## config.mk

```make
export PLATFORM = sky130hd
export DESIGN_NAME = register_32_bits
export DESIGN_NICKNAME = d
export VERILOG_FILES = /design/src/rtl/register_32_bits.sv
export SDC_FILE = /design/constraint.sdc
export NUM_CORES = 1
export LEC_CHECK = 0
export ABC_AREA = 1
export CAP_MARGIN = 5
export CORE_MARGIN = 2
export CORE_UTILIZATION = 38
export DETAILED_ROUTE_END_ITERATION = 8
export DONT_BUFFER_PORTS = 1
export GPL_ROUTABILITY_DRIVEN = 0
export HOLD_SLACK_MARGIN = 0.08
export PLACE_DENSITY = 0.6
export SLEW_MARGIN = 40
export SYNTH_ARGS = -nofsm -noshare
export SYNTH_HDL_FRONTEND = slang
export SYNTH_SLANG_ARGS = --single-unit
```

## constraint.sdc

```tcl
create_clock -name Clk -period 1.15 [get_ports Clk]
set_input_delay 0.2875 -clock Clk [delete_from_list [all_inputs] [get_ports Clk]]
set_output_delay 0.2875 -clock Clk [all_outputs]
set_load 0.03 [all_outputs]
```

## src/rtl/register_32_bits.sv

```systemverilog
// General-purpose data register with load enable and asynchronous clear.
// Serves as the storage element for register-file entries and for pipeline
// or temporary registers. Q comes straight from the storage flops.
// Until Clr has been asserted, Q is undefined.
module register_32_bits #(
  parameter int               WIDTH       = 32,
  parameter logic [WIDTH-1:0] RESET_VALUE = '0
) (
  output logic [WIDTH-1:0] Q,
  input  logic [WIDTH-1:0] D,
  input  logic             Clk,
  input  logic             Clr,
  input  logic             Le
);

  // Clear wins over load, even at the same edge. A load captures D on the rising edge.
  always_ff @(posedge Clk or posedge Clr) begin
    if (Clr)
      Q <= RESET_VALUE;
    else if (Le)
      Q <= D;
  end

endmodule

```

-- Yosys cells after proc, flatten, opt, wreduce, memory -nomap -nowiden
Index checks and enable logic that the tools add are counted.
- register bits: 32
- bits of input ports: 35
- output and inout bits: 32

-- Longest topological paths before layout
Gate-level depths: netlist of run 1.
- word-level depth: 0
- mapped depth: 5
- depth with buffers taken out: 3

-- Least setup slack after synthesis of run 1
Ideal clock, no wire load.
- path type: reg2out
- from: register Q[10]
- to: output port Q[10]
- arrival: 0.495 ns
- data required time: 0.863 ns
- setup slack: 0.368 ns
- cell stages (with the launch flop): 1
- buffers on the path: 0
- cells stage by stage: dfrtp_1
- RTL lines (item ; RTL line ; source):
    from (decl) ; 9 ; output logic [WIDTH-1:0] Q,
    from (signal assigned) ; 19 ; Q <= RESET_VALUE;
    from (signal assigned) ; 21 ; Q <= D;
No word-level cell between the ends.

-- Final worst setup path of run 1
- from: register Q[7]
- to: output port Q[7]
No word-level cell between the ends.

==> out/qor.csv, run 1 <==
stage,metric,value,unit
run_status,status,completed,
logic_synthesis,synth.cell_area,1300,sq um
detailed_routing,routed_wl,3.08,mm
final_layout,design_area,1710,sq um
logic_synthesis,synth.net_count,172,
placed_design,placed_area,1270,sq um
clocking,root_buffer,clkbuf_4,
sta,layout_min_cycle_time,1.11,ns
placed_design,hpwlAfterDp,1.77,mm
detailed_routing,via_per_inst,4.63,
sta,max_freq,0.899,GHz
die,die_y,62.4,microns
critical_path,critPathLaunchType,flip-flop,
global_routing,grt_pass1_vias,1088,
power_and_ir_drop,peakVddDrop,1.13,mV
sta,rsz0062_at_grt,true,
logic_synthesis,syn_inst,137,
die,num_rows,21,
detailed_routing,drc_errors,0,
final_layout,nets,207,
placed_design,pre_cts_ws,0.348,ns
detailed_routing,wl_per_cell,14.1,microns
power_and_ir_drop,powerDensity,1430,nW/um^2
global_routing,grt_start_max_net_pins,33,
clocking,cts_tree,yes,
logic_synthesis,avgSynthCellArea,9.46,sq um
final_layout,n_antenna_cell,0,
power_and_ir_drop,intPower,1.67,mW
final_layout,regMostFlops,Q,
detailed_routing,final_antenna_net_count,0,
min_path,worstHoldPathType,in -> reg,
clocking,clk_latency,0.32,ns
die,core,3310,sq um
logic_synthesis,yosysWarnings,0,
logic_synthesis,ys_ff_latch,32,
critical_path,worstSetupPathType,reg -> out,
die,initial_utilization,39.2,%
global_routing,grt_pass1_wl,5.06,mm
sta,fin_ws,0.0380,ns
sta,max_slew_margin,58.3,%
power_and_ir_drop,p_sw,0.776,mW
critical_path,worstPathArrival,0.82,ns
critical_path,worst_ep_required_time,0.86,ns
sta,fin_crit_sh,96.7,%
clocking,cts_max_level,2,
power_and_ir_drop,leakage,0.815,nW
die,ios,67,
power_and_ir_drop,swShare,31.8,%
power_and_ir_drop,p_seq_share,62.5,%
power_and_ir_drop,clock_power_share,27.0,%
sta,setup_viol,0,
sta,hold_violations,0,
logic_synthesis,yosysSeqAreaShare,61.8,%
clocking,clockBufferDepth,2,
detailed_routing,dr.pass1.iters,4,
die,die_w,62.4,microns
global_routing,grt-ovfl-total,0,
power_and_ir_drop,pwr-share-comb,10.5,%
clocking,cts_made_buffers,5,
sta,tightest_slew,0.625,ns
final_layout,layout-drive-gt1-share,30.6,%
critical_path,critPathMaxFanout,2,
final_layout,n_fill_cell,306,
sta,slew_violations,0,
final_layout,areaGrowthSynthToFinish,31.8,%
clocking,path_clk_slew,0.10,ns
clocking,cts.sinks,32,
sta,worst_clock_skew,0,ns
global_routing,grt_util_all_layers,17.1,%
final_layout,largestRegisters,Q: 32 flops,
run,cap_violations,0,
die,dieArea,3890,sq um
final_layout,largest_register_ffs,32,
logic_synthesis,synth.distinct_cells,8,
critical_path,end_kind,primary output,
detailed_routing,drtIter0Drc,53,
detailed_routing,detailroute.via_count,1013,
global_routing,antenna_found_initial,0,
placed_design,numPortBuffers,0,
placed cells by master, fill, tap and decap left out, types with 2 or more instances in the layout:
cell / count
buf_4: 2
clkbuf_4: 5
clkinv_2: 2
dfrtp_2: 32
dlygate4sd3_1: 32
nand2_1: 86
nand2_2: 10
what timing repair did:
item / 4_1_cts / 5_1_grt
hold endpoints to repair: 64 / 1
endpoints found under the setup margin: 32 / 22
resized for setup: 32 / 1
pin swaps: 0 / 0
hold buffers: 32 / 1
setup buffers: 0 / 0
gates cloned: 0 / 0
power groups by stage:
| stage | clock [mW] | sequential, mW | combinational, mW |
|---|---|---|---|
| after global routing | 0.751 | 1.54 | 0.293 |
| after floorplan | 0 | 1.50 | 0.168 |
| after detailed placement | 0 | 1.53 | 0.157 |
| after CTS | 0.687 | 1.53 | 0.249 |
| final | 0.659 | 1.53 | 0.257 |
| after global placement | 0 | 1.52 | 0.145 |
per-layer routing:
| layer | global-route usage (%) | up-vias | part of all wire (%) |
|---|---|---|---|
| li1 | - | 474 | - |
| met1 | 17.7 | 484 | 38 |
| met2 | 30.9 | 50 | 53 |
| met3 | 7.21 | 5 | 7.8 |
| met4 | 5.83 | 0 | 1.6 |
| met5 | 0 | - | 0 |
cell usage after synthesis, drive strengths merged:
cell type / instances / area [sq um]
clkbuf: 3 / 41.3
inv: 2 / 15.0
buf: 4 / 53.8
nand2: 96 / 385
dfrtp: 32 / 801
worst paths after layout:
| kind | from | endpoint | slack [ns] | depth (start not counted) |
|---|---|---|---|---|
| max in group asynchronous | Clr | Q[13] | 0.50 | 3 |
| worst min register to register | Q[8] | Q[8] | 0.62 | 2 |
| worst max-delay path | Q[7] | Q[7] | 0.04 | 0 |
| min in group asynchronous | Clr | Q[8] | 0.41 | 3 |
| worst max register to register | Q[25] | Q[25] | 0.38 | 2 |
| worst min-delay path | D[26] | Q[26] | 0.1 | 2 |
through the flow:
| stage | total power, mW | utilization (%) | hold WS (ns) | instances | setup TNS, ns |
|---|---|---|---|---|---|
| 2_1_floorplan | 1.67 | - | 0.400 | 137 | 0 |
| 3_5_place_dp | 1.68 | 38.5 | 0.208 | 178 | 0 |
| 4_1_cts | 2.46 | 51.2 | 0.0813 | 218 | 0 |
| 3_3_place_gp | 1.67 | 38.5 | 0.213 | 178 | 0 |
| 5_1_grt | 2.59 | 51.6 | 0.0843 | 219 | -0.0513 |
| 6_report | 2.44 | 51.6 | 0.0959 | 219 | 0 |
cells by family (layout without fill, tap and decap cells):
logic type             after synthesis  in the layout  synth area share [%]
and+or+nand+nor                     96             96                  29.7
DFF                                 32             32                  61.8
buffers and inverters                9             45                  8.49
cell type report:
class                      instances  area (sq um)  share of cell area [%]
multi-input combinational         96           385                    22.6
inverter                           2          15.0                   0.879
tap                               46          57.6                    3.37
timing repair buffer              35           348                    20.4
sequential                        32           841                    49.2
clock inverter                     2          10.0                   0.586
clock buffer                       6          51.3                    3.00
Power figures use the tool's default switching activity.
==> inputs of run 2 (changes only) <==
--- a/config.mk
+++ b/config.mk
@@ -7,13 +7,15 @@
 export LEC_CHECK = 0
 export ABC_AREA = 1
 export CAP_MARGIN = 5
+export CELL_PAD_IN_SITES_DETAIL_PLACEMENT = 1
+export CELL_PAD_IN_SITES_GLOBAL_PLACEMENT = 1
 export CORE_MARGIN = 2
 export CORE_UTILIZATION = 38
 export DETAILED_ROUTE_END_ITERATION = 8
 export DONT_BUFFER_PORTS = 1
 export GPL_ROUTABILITY_DRIVEN = 0
 export HOLD_SLACK_MARGIN = 0.08
-export PLACE_DENSITY = 0.6
+export PLACE_DENSITY = 0.76
 export SLEW_MARGIN = 40
 export SYNTH_ARGS = -nofsm -noshare
 export SYNTH_HDL_FRONTEND = slang
==> out/qor.csv, run 2 (synthesis gave the netlist of run 1 again) <==
stage,metric,value,unit,change
final_layout,layout.cells.non_filler,218,,-0.46%
sta,tightest_slew,0.578,ns,-0.0472 ns
sta,holdWs,0.106,ns,+0.00993 ns
critical_path,crit_start,Q[12],,
sta,worst_clock_skew,0,ns,unchanged
clocking,root_buffer,clkbuf_4,,
global_routing,grt_pass1_wl,5.79,mm,+14%
placed_design,placed_cells,177,,-0.56%
clocking,cts.sinks,32,,unchanged
min_path,worstHoldPathType,in -> reg,,
sta,fin_ws,0.0411,ns,+0.00303 ns
die,initial_utilization,39.2,%,unchanged
clocking,cts_max_level,2,,unchanged
clocking,clk_latency,0.32,ns,about the same
clocking,cts_tree,yes,,
critical_path,r2r-end,Q[15],,
power_and_ir_drop,leakage,0.814,nW,about the same
global_routing,grtUsageMet1,20.5,%,+2.9 points
power_and_ir_drop,p_sw,0.783,mW,+0.82%
final_layout,n_antenna_cell,0,,unchanged
power_and_ir_drop,intPower,1.67,mW,+0.54%
global_routing,grt-ovfl-total,0,,unchanged
run_status,status,completed,,
clocking,clockBufferDepth,2,,unchanged
global_routing,grt_util_met3,8.29,%,+1.1 points
detailed_routing,routed_wl,3.68,mm,+19%
detailed_routing,wl_per_cell,16.9,microns,+20%
detailed_routing,drtIter0Drc,47,,-11%
sta,setup_viol,0,,unchanged
sta,max_freq,0.902,GHz,+0.27%
critical_path,worst_ep_required_time,0.86,ns,about the same
die,die_y,62.4,microns,unchanged
detailed_routing,final_antenna_net_count,0,,unchanged
sta,rsz0062_at_grt,true,,
final_layout,areaGrowthSynthToFinish,31.0,%,
final_layout,mostFrequentLayoutCell,nand2_1,,
critical_path,endpoint,Q[12],,
run,cap_violations,0,,unchanged
sta,fin_crit_sh,96.4,%,-0.26 points
final_layout,layout_common_cells,"nand2_1 (86), dfrtp_2 (32), dlygate4sd3_1 (32), nand2_2 (10), clkbuf_4 (5)",,
detailed_routing,via_per_inst,4.63,,about the same
detailed_routing,detailroute.via_count,1009,,-0.39%
placed_design,placed_area,1270,sq um,-0.59%
critical_path,r2r_start,Q[15],,
power_and_ir_drop,powerDensity,1450,nW/um^2,+1.2%
sta,fin_tns_setup,0,ns,unchanged
critical_path,regToRegSetupSlack,0.39,ns,about the same
final_layout,regMostFlops,Q,,
die,core,3310,sq um,unchanged
critical_path,r2r_cells,2,,unchanged
die,ios,67,,unchanged
sta,max_slew_margin,61.5,%,+3.1 points
final_layout,nets,206,,-0.48%
die,die_w,62.4,microns,unchanged
detailed_routing,dr.pass1.iters,4,,unchanged
final_layout,design_area,1700,sq um,-0.59%
die,num_rows,21,,unchanged
sta,layout_min_cycle_time,1.11,ns,-0.00303 ns
die,dieArea,3890,sq um,unchanged
global_routing,grt_pass1_vias,1146,,+5.3%
critical_path,worstPathArrival,0.82,ns,about the same
critical_path,critPathMaxFanout,2,,unchanged
clocking,path_clk_slew,0.10,ns,about the same
clocking,post_cts.repair.setup_buffers,0,,unchanged
clocking,cts_made_buffers,5,,unchanged
sta,slew_violations,0,,unchanged
power_and_ir_drop,swShare,31.9,%,+0.061 points
detailed_routing,drc_errors,0,,unchanged
power_and_ir_drop,p_seq_share,62.1,%,-0.4 points
placed_design,numPortBuffers,0,,unchanged
global_routing,met2_usage,36.7,%,+5.8 points
sta,hold_violations,0,,unchanged
global_routing,top_usage_layer,met2,,
power_and_ir_drop,clock_power_share,27.1,%,about the same
placed_design,pre_cts_ws,0.344,ns,-0.00435 ns
power_and_ir_drop,peakVddDrop,0.855,mV,-24%
final_layout,largest_register_ffs,32,,unchanged
final_layout,layout-drive-gt1-share,29.1,%,-1.6 points
critical_path,end_kind,primary output,,
global_routing,grt_util_all_layers,19.9,%,+2.9 points
global_routing,grt_start_max_net_pins,33,,unchanged
power_and_ir_drop,pwr-share-comb,10.8,%,+0.3 points
critical_path,worstSetupPathType,reg -> out,,
placed_design,hpwlAfterDp,1.93,mm,+9.0%
global_routing,antenna_found_initial,0,,unchanged
critical_path,critPathLaunchType,flip-flop,,
critical_path,cp.depth,0,,unchanged
final_layout,largestRegisters,Q: 32 flops,,
## run 2: changes by cell type in the layout (fill, tap and decap cells not counted), sizes merged
cell	before	now
clkinv	2	0
clkbuf	6	8
buf	2	1
## run 2: how the worst min path moves through the flow
| stage | from | endpoint | depth (start not counted) |
|---|---|---|---|
| 5_1_grt | Le | Q[15] | 2 |
| 4_1_cts | Le | Q[20] | 2 |
| 2_1_floorplan | Clr | Q[0] | 1 |
| 3_5_place_dp | Clr | Q[23] | 2 |
| 3_3_place_gp | Clr | Q[12] | 2 |
| 6_report | Le | Q[15] | 2 |
## run 2: per-stage QoR
step	total power, mW	util [%]
floorplan	1.67	-
global placement	1.66	38.2
detailed placement	1.69	38.2
CTS	2.46	49.7
global route	2.61	51.3
finish	2.46	51.3
## run 2: power by group through the flow
stage / Sequential, mW / Clock, mW / Combinational (mW)
after floorplan: 1.50 / 0 / 0.168
after global placement: 1.52 / 0 / 0.143
after detailed placement: 1.53 / 0 / 0.161
after CTS: 1.53 / 0.689 / 0.243
after global routing: 1.54 / 0.772 / 0.300
final: 1.53 / 0.666 / 0.264
## run 2: metal layers
metal	routed length (microns)	share of wire (%)
met5	0	0
met4	38	1.0
met3	260	7.1
met2	2040	55
met1	1340	36
## run 2: area by class of cell
type | count | area (sq um)
multi-input cells | 96 | 385
well taps | 46 | 57.6
repair buffers | 34 | 340
inverters | 2 | 15.0
clock buffers | 8 | 58.8
flip-flops and latches | 32 | 841
fillers | 395 | 1610
## run 2: what timing repair did
item                                   in CTS  in global routing
cloned                                      0                  0
hold buffers                               28                  5
setup endpoints to repair                  32                 36
endpoints found under the hold margin      57                  5
resized for setup                          32                  1
